## src/rtl/matmul_pkg.sv

```systemverilog
// Shared definitions for the 4x4 matrix multiplier result path: sizes, FSM
// encoding and the element record carried through the result reader.
package matmul_pkg;

  localparam int N      = 4;
  localparam int DATA_W = 20;
  localparam int ADDR_W = 9;
  localparam int ELEMS  = N * N;

  typedef logic [1:0] idx_t;

  typedef enum logic [1:0] {
    ST_IDLE  = 2'd0,
    ST_READ  = 2'd1,
    ST_DRAIN = 2'd2,
    ST_DONE  = 2'd3
  } state_t;

  typedef struct packed {
    logic              last;
    idx_t              row;
    idx_t              col;
    logic [DATA_W-1:0] data;
  } elem_t;

  localparam int ELEM_W = $bits(elem_t);

endpackage

```

## src/rtl/matc_skid_fifo.sv

```systemverilog
// Two-entry FIFO holding {last,row,col,data} records between the RAM read
// port and the output handshake; the head entry drives the stream directly.
module matc_skid_fifo
  import matmul_pkg::*;
(
  input  logic              clock,
  input  logic              rst_n,
  input  logic              push_i,
  input  logic [ELEM_W-1:0] push_data_i,
  input  logic              pop_i,
  output logic [1:0]        count_o,
  output logic [ELEM_W-1:0] head_o
);

  logic [ELEM_W-1:0] mem0_q;
  logic [ELEM_W-1:0] mem1_q;
  logic              wr_ptr_q;
  logic              rd_ptr_q;
  logic [1:0]        count_q;

  // Storage, pointers and occupancy; the caller guarantees no overflow/underflow.
  always_ff @(posedge clock or negedge rst_n) begin
    if (!rst_n) begin
      mem0_q   <= {ELEM_W{1'b0}};
      mem1_q   <= {ELEM_W{1'b0}};
      wr_ptr_q <= 1'b0;
      rd_ptr_q <= 1'b0;
      count_q  <= 2'd0;
    end else begin
      if (push_i && !wr_ptr_q) mem0_q <= push_data_i;
      else                     mem0_q <= mem0_q;
      if (push_i && wr_ptr_q)  mem1_q <= push_data_i;
      else                     mem1_q <= mem1_q;
      wr_ptr_q <= wr_ptr_q ^ push_i;
      rd_ptr_q <= rd_ptr_q ^ pop_i;
      count_q  <= count_q + {1'b0, push_i} - {1'b0, pop_i};
    end
  end

  assign count_o = count_q;
  assign head_o  = rd_ptr_q ? mem1_q : mem0_q;

endmodule

```

## src/rtl/matc_result_reader.sv

```systemverilog
// Streams the 16 C results out of result RAM in row-major order, one per cycle.
// Optional MATC_CHECKSUM_EN adds an XOR checksum of the delivered words.
module matc_result_reader
  import matmul_pkg::*;
(
  input  logic              clock,
  input  logic              rst_n,
  input  logic              go,
  input  logic [ADDR_W-1:0] base_addr,
  output logic              ram_rden,
  output logic [ADDR_W-1:0] ram_addr,
  input  logic [DATA_W-1:0] ram_q,
  output logic              m_valid,
  input  logic              m_ready,
  output logic [DATA_W-1:0] m_data,
  output logic [1:0]        m_row,
  output logic [1:0]        m_col,
  output logic              m_last,
  output logic              busy,
  output logic              done,
  output logic [DATA_W-1:0] checksum
);

  state_t            state_q, state_d;
  logic [ADDR_W-1:0] base_q;
  logic [3:0]        rd_idx_q;
  logic [3:0]        tag_idx_q;
  logic              inflight_q;
  logic              busy_q;
  logic              done_q;

  logic              go_acc_s;
  logic              rden_s;
  logic              pop_s;
  logic [2:0]        occ_s;
  logic [1:0]        fifo_count_s;
  elem_t             head_s;
  elem_t             push_elem_s;

  assign go_acc_s = (state_q == ST_IDLE) && go;
  assign m_valid  = (fifo_count_s != 2'd0);
  assign pop_s    = m_valid && m_ready;
  // Slots already committed: buffered plus in flight, minus the one leaving now.
  assign occ_s    = {1'b0, fifo_count_s} + {2'b00, inflight_q} - {2'b00, pop_s};

  // Next state and read issue.
  always_comb begin
    state_d = state_q;
    rden_s  = 1'b0;
    case (state_q)
      ST_IDLE: begin
        if (go) state_d = ST_READ;
        else    state_d = ST_IDLE;
      end
      ST_READ: begin
        rden_s = (occ_s < 3'd2);
        if (rden_s && (rd_idx_q == 4'd15)) state_d = ST_DRAIN;
        else                               state_d = ST_READ;
      end
      ST_DRAIN: begin
        if (pop_s && head_s.last) state_d = ST_DONE;
        else                      state_d = ST_DRAIN;
      end
      ST_DONE: state_d = ST_IDLE;
      default: state_d = ST_IDLE;
    endcase
  end

  // State, read pointer, in-flight tag and status flags.
  always_ff @(posedge clock or negedge rst_n) begin
    if (!rst_n) begin
      state_q    <= ST_IDLE;
      base_q     <= {ADDR_W{1'b0}};
      rd_idx_q   <= 4'd0;
      tag_idx_q  <= 4'd0;
      inflight_q <= 1'b0;
      busy_q     <= 1'b0;
      done_q     <= 1'b0;
    end else begin
      state_q    <= state_d;
      base_q     <= go_acc_s ? base_addr : base_q;
      if (go_acc_s)    rd_idx_q <= 4'd0;
      else if (rden_s) rd_idx_q <= rd_idx_q + 4'd1;
      else             rd_idx_q <= rd_idx_q;
      tag_idx_q  <= rden_s ? rd_idx_q : tag_idx_q;
      inflight_q <= rden_s;
      busy_q     <= (state_d == ST_READ) || (state_d == ST_DRAIN);
      done_q     <= (state_d == ST_DONE);
    end
  end

  assign ram_rden = rden_s;
  assign ram_addr = base_q + {{(ADDR_W-4){1'b0}}, rd_idx_q};

  assign push_elem_s.last = (tag_idx_q == 4'd15);
  assign push_elem_s.row  = tag_idx_q[3:2];
  assign push_elem_s.col  = tag_idx_q[1:0];
  assign push_elem_s.data = ram_q;

  matc_skid_fifo u_fifo (
    .clock       (clock),
    .rst_n       (rst_n),
    .push_i      (inflight_q),
    .push_data_i (push_elem_s),
    .pop_i       (pop_s),
    .count_o     (fifo_count_s),
    .head_o      (head_s)
  );

  // Payload is forced to zero whenever nothing is offered.
  assign m_data = m_valid ? head_s.data : {DATA_W{1'b0}};
  assign m_row  = m_valid ? head_s.row  : 2'd0;
  assign m_col  = m_valid ? head_s.col  : 2'd0;
  assign m_last = m_valid && head_s.last;
  assign busy   = busy_q;
  assign done   = done_q;

`ifdef MATC_CHECKSUM_EN
  logic [DATA_W-1:0] checksum_q;

  // Running XOR of delivered words, cleared when a new transfer starts.
  always_ff @(posedge clock or negedge rst_n) begin
    if (!rst_n)        checksum_q <= {DATA_W{1'b0}};
    else if (go_acc_s) checksum_q <= {DATA_W{1'b0}};
    else if (pop_s)    checksum_q <= checksum_q ^ head_s.data;
    else               checksum_q <= checksum_q;
  end

  assign checksum = checksum_q;
`else
  assign checksum = {DATA_W{1'b0}};
`endif

endmodule

```

## config.mk

```make
export PLATFORM = sky130hd
export DESIGN_NAME = matc_result_reader
export DESIGN_NICKNAME = d
export VERILOG_FILES = /design/src/rtl/matmul_pkg.sv /design/src/rtl/matc_skid_fifo.sv /design/src/rtl/matc_result_reader.sv
export SDC_FILE = /design/constraint.sdc
export NUM_CORES = 1
export LEC_CHECK = 0
export CAP_MARGIN = 15
export CELL_PAD_IN_SITES_DETAIL_PLACEMENT = 1
export CELL_PAD_IN_SITES_GLOBAL_PLACEMENT = 1
export CORE_UTILIZATION = 39
export DETAILED_ROUTE_END_ITERATION = 8
export PLACE_DENSITY = 0.85
export SLEW_MARGIN = 40
export SYNTH_ARGS = -nofsm -noshare
export SYNTH_HDL_FRONTEND = slang
export SYNTH_SLANG_ARGS = --single-unit
```

## constraint.sdc

```tcl
create_clock -name clock -period 3.77 [get_ports clock]
set_input_delay 0.5655 -clock clock [delete_from_list [all_inputs] [get_ports clock]]
set_output_delay 0.5655 -clock clock [all_outputs]
set_load 0.01 [all_outputs]
```

==> flow_summary.yaml, run 1 <==
clocking:
  clockRootBuffer: "clkbuf_8"
  clk_pin_slew_worst_paths_ps: 80
  clkSinkCount: 76
  cts_setup_buffers: 0
  clkLatencyLatePin_ps: 340
  htree_levels: 3
  cts_hold_buf: 0
  cts_tree: "done"
  cts_made_buffers: 9
  postCtsResizedCells: 0
  clk_path_buf_depth: 2
logic_synthesis:
  synthAdderAreaFrac_pct: 4.39
  yosysMostFrequentCell: "dfrtp_1"
  postSynth.asyncResetShare_pct: 100
  yosys_warnings: 0
  synth_cell_types: 36
  ys_seq_area_share_pct: 50.6
  synth_common_cells: "dfrtp_1 (76), mux2_2 (53), nand2_1 (29), nor2_1 (29), mux2i_1 (26)"
  synth_compound_area_share_pct: 3.79
  synth_xor_area_share_pct: 2.10
  synth_top_family_by_area: "multiplexers"
  ys_ff_latch: 76
  postSynthCellCount: 326
  synthSimpleGateAreaFrac_pct: 9.31
  synth-edff-count: 0
  syn_area_per_cell_um2: 11.5
  synth_flop_cell: "dfrtp_1"
  yosysTopAreaCell: "dfrtp_1"
  synth_area_um2: 3760
  synth_top_cell_area_share_pct: 50.6
  synth_mux_area_share_pct: 22.8
  ys_top_cells_by_area: "dfrtp_1 (51%), mux2_2 (16%), mux2i_1 (6.9%)"
worst_setup_path:
  critPathTopFamily: "buffers and inverters"
  path_class: "in -> out"
  cp_max_fo: 2
  slowest_delay_ps: 530
  start_kind: "input pin"
  critical_path_buf_inv_count: 5
  crit_slowest_cell: "clkdlybuf4s50_1"
  critPathArrivalTime_ps: 3000
  path_common_cell: "inv_1"
  worst_setup_path_end_kind: "primary output"
  cp.depth: 11
  critical_path.cell_chain: "clkdlybuf4s50_1 > inv_1 > nor2_2 > ha_1 > inv_1 > ha_1 > fa_1 > nor3b_2 > nand2_1 > inv_1 > clkdlybuf4s50_1"
  required_ps: 3200
  rr_worst_depth: 10
timing:
  fin_crit_sh_pct: 94.6
  final-hold-violation-count: 0
  worst_slew_pin_slew_ps: 684
  maxSlewViolCount: 0
  grt_setup_unrepaired: "no"
  clock.fmax_ghz: 0.280
  fin_skew_ps: 6.57
  slew_headroom_pct: 54.4
  setup-violations-final: 0
  setup-tns-final_ps: 0
  layout_min_cycle_time_ps: 3570
die:
  coreArea_um2: 9280
  die_h_um: 100
  chipWidth_um: 100
  row_count: 35
  dieArea_um2: 10000
  initial_core_util_pct: 40.5
  top_level_ports: 91
route:
  drt_iter0_drc: 42
  drtPass1Iterations: 4
  wl_um: 7980
  post-route-drc-count: 0
  vias: 2585
  routedWlPerCell_um: 14.9
  viasPerCell: 4.84
  ant_nets: 0
worst_hold_path:
  hold_class: "in -> async"
placed_design:
  routabilityCongestion: 0.823
  port_buffers: 70
  hpwlAfterDp_um: 5630
power:
  power_density_nw_per_um2: 875
  leakagePower_nw: 2.19
  p_total_mw: 4.18
  ir_drop_uv: 319
finish:
  final_nets: 446
  area_growth_pct: 27.0
  drive_gt1_share_pct: 20.7
  diodes: 0
global_route:
  antenna_found_initial: 0
  grtUsageTotal_pct: 17.2
  overflow: 0
  grt_max_degree: 77
  grt_pass1_wl_um: 13400
  grt_pass1_vias: 2775
status:
  status: "finished, final reports clean"
run:
  cap_violations: 0
## cells in the final DEF, fill, tap and decap left out, types with 2 or more instances in the layout
cell	count
dfrtp_1	75
nand2_1	29
mux2i_1	26
a21oi_1	7
nor2_1	27
xor2_1	5
o21ai_0	8
nor2_2	2
clkbuf_8	12
inv_1	14
nand3_1	5
ha_1	10
mux2_2	53
nand2b_1	2
clkinvlp_4	2
nand4_1	3
xnor2_1	4
fa_1	2
conb_1	20
buf_4	9
clkdlybuf4s50_1	69
a211oi_1	2
## per-layer routing
metal | vias up | GRT usage [%] | wire length [µm] | share of wire [%]
li1 | 1216 | - | - | -
met1 | 1286 | 21.8 | 3560 | 45
met2 | 69 | 29.5 | 4010 | 50
met3 | 14 | 2.79 | 290 | 3.6
met4 | 0 | 6.69 | 114 | 1.4
met5 | - | 0 | 0 | 0
## worst reg2reg max path, delay by kind of cell, from the launching register on
family	cells	cell delay [ps]
compound gates	1	150
simple gates	4	1110
flops	1	430
fa+ha+maj	3	930
buf+inv	2	210
## sequential cells by signal, summed over array words and instances, names as in the netlist
register	flops
base_q	9
busy	1
done	1
inflight_q	1
rd_idx_q	4
state_q	2
tag_idx_q	4
u_fifo.count_o	2
u_fifo.mem0_q	25
u_fifo.mem1_q	25
u_fifo.rd_ptr_q	1
u_fifo.wr_ptr_q	1
## worst paths after layout
kind / start / endpoint / slack (ps)
worst max register to register: u_fifo.count_o[1] / rd_idx_q[3] / 860
worst max-delay path: m_ready / ram_rden / 200
max in group asynchronous: rst_n / u_fifo.rd_ptr_q / 3040
min in group clock: base_q[0] / base_q[0] / 490
worst min register to register: base_q[0] / base_q[0] / 490
worst min-delay path: rst_n / u_fifo.mem1_q[9] / 240
## logic make-up after synthesis
logic type / Yosys count
AOI/OAI and AO/OA: 23
adders and majority gates: 12
buffers and inverters: 48
muxes: 79
xor gates and xnor gates: 9
DFF: 76
and+or+nand+nor: 78
other: 1
## metrics by stage
stage	hold WS [ps]	cells	util [%]	cell area (µm²)	setup slack [ps]
detailed placement	474	519	49.1	4560	70.2
CTS	258	534	51.3	4770	53.9
floorplan	270	345	-	3830	724
global placement	467	519	49.0	4550	153
finish	237	534	51.4	4780	204
global route	291	534	51.4	4780	35.6
## power breakdown
group,leakage [nW],internal [mW],switching (mW)
Sequential,0.930,1.17,0.264
Clock,0.101,0.356,0.283
Combinational,1.16,1.18,0.924
Total,2.19,2.71,1.47
## cell type report
| class | count | area [µm²] |
|---|---|---|
| Fill cell | 1021 | 4510 |
| Clock inverter | 3 | 45.0 |
| Timing Repair Buffer | 79 | 769 |
| Clock buffer | 12 | 165 |
| Tap cell | 129 | 161 |
| Multi-Input combinational cell | 221 | 1680 |
| Inverter | 14 | 52.6 |
| Sequential cell | 76 | 1900 |
Note: power is estimated with default switching activity, not from simulation.
==> run 2, diff against run 1 <==
- TNS_END_PERCENT: not set -> 10
==> results of run 2 <==
Final layout, timing and power as in run 1 (identical DEF).
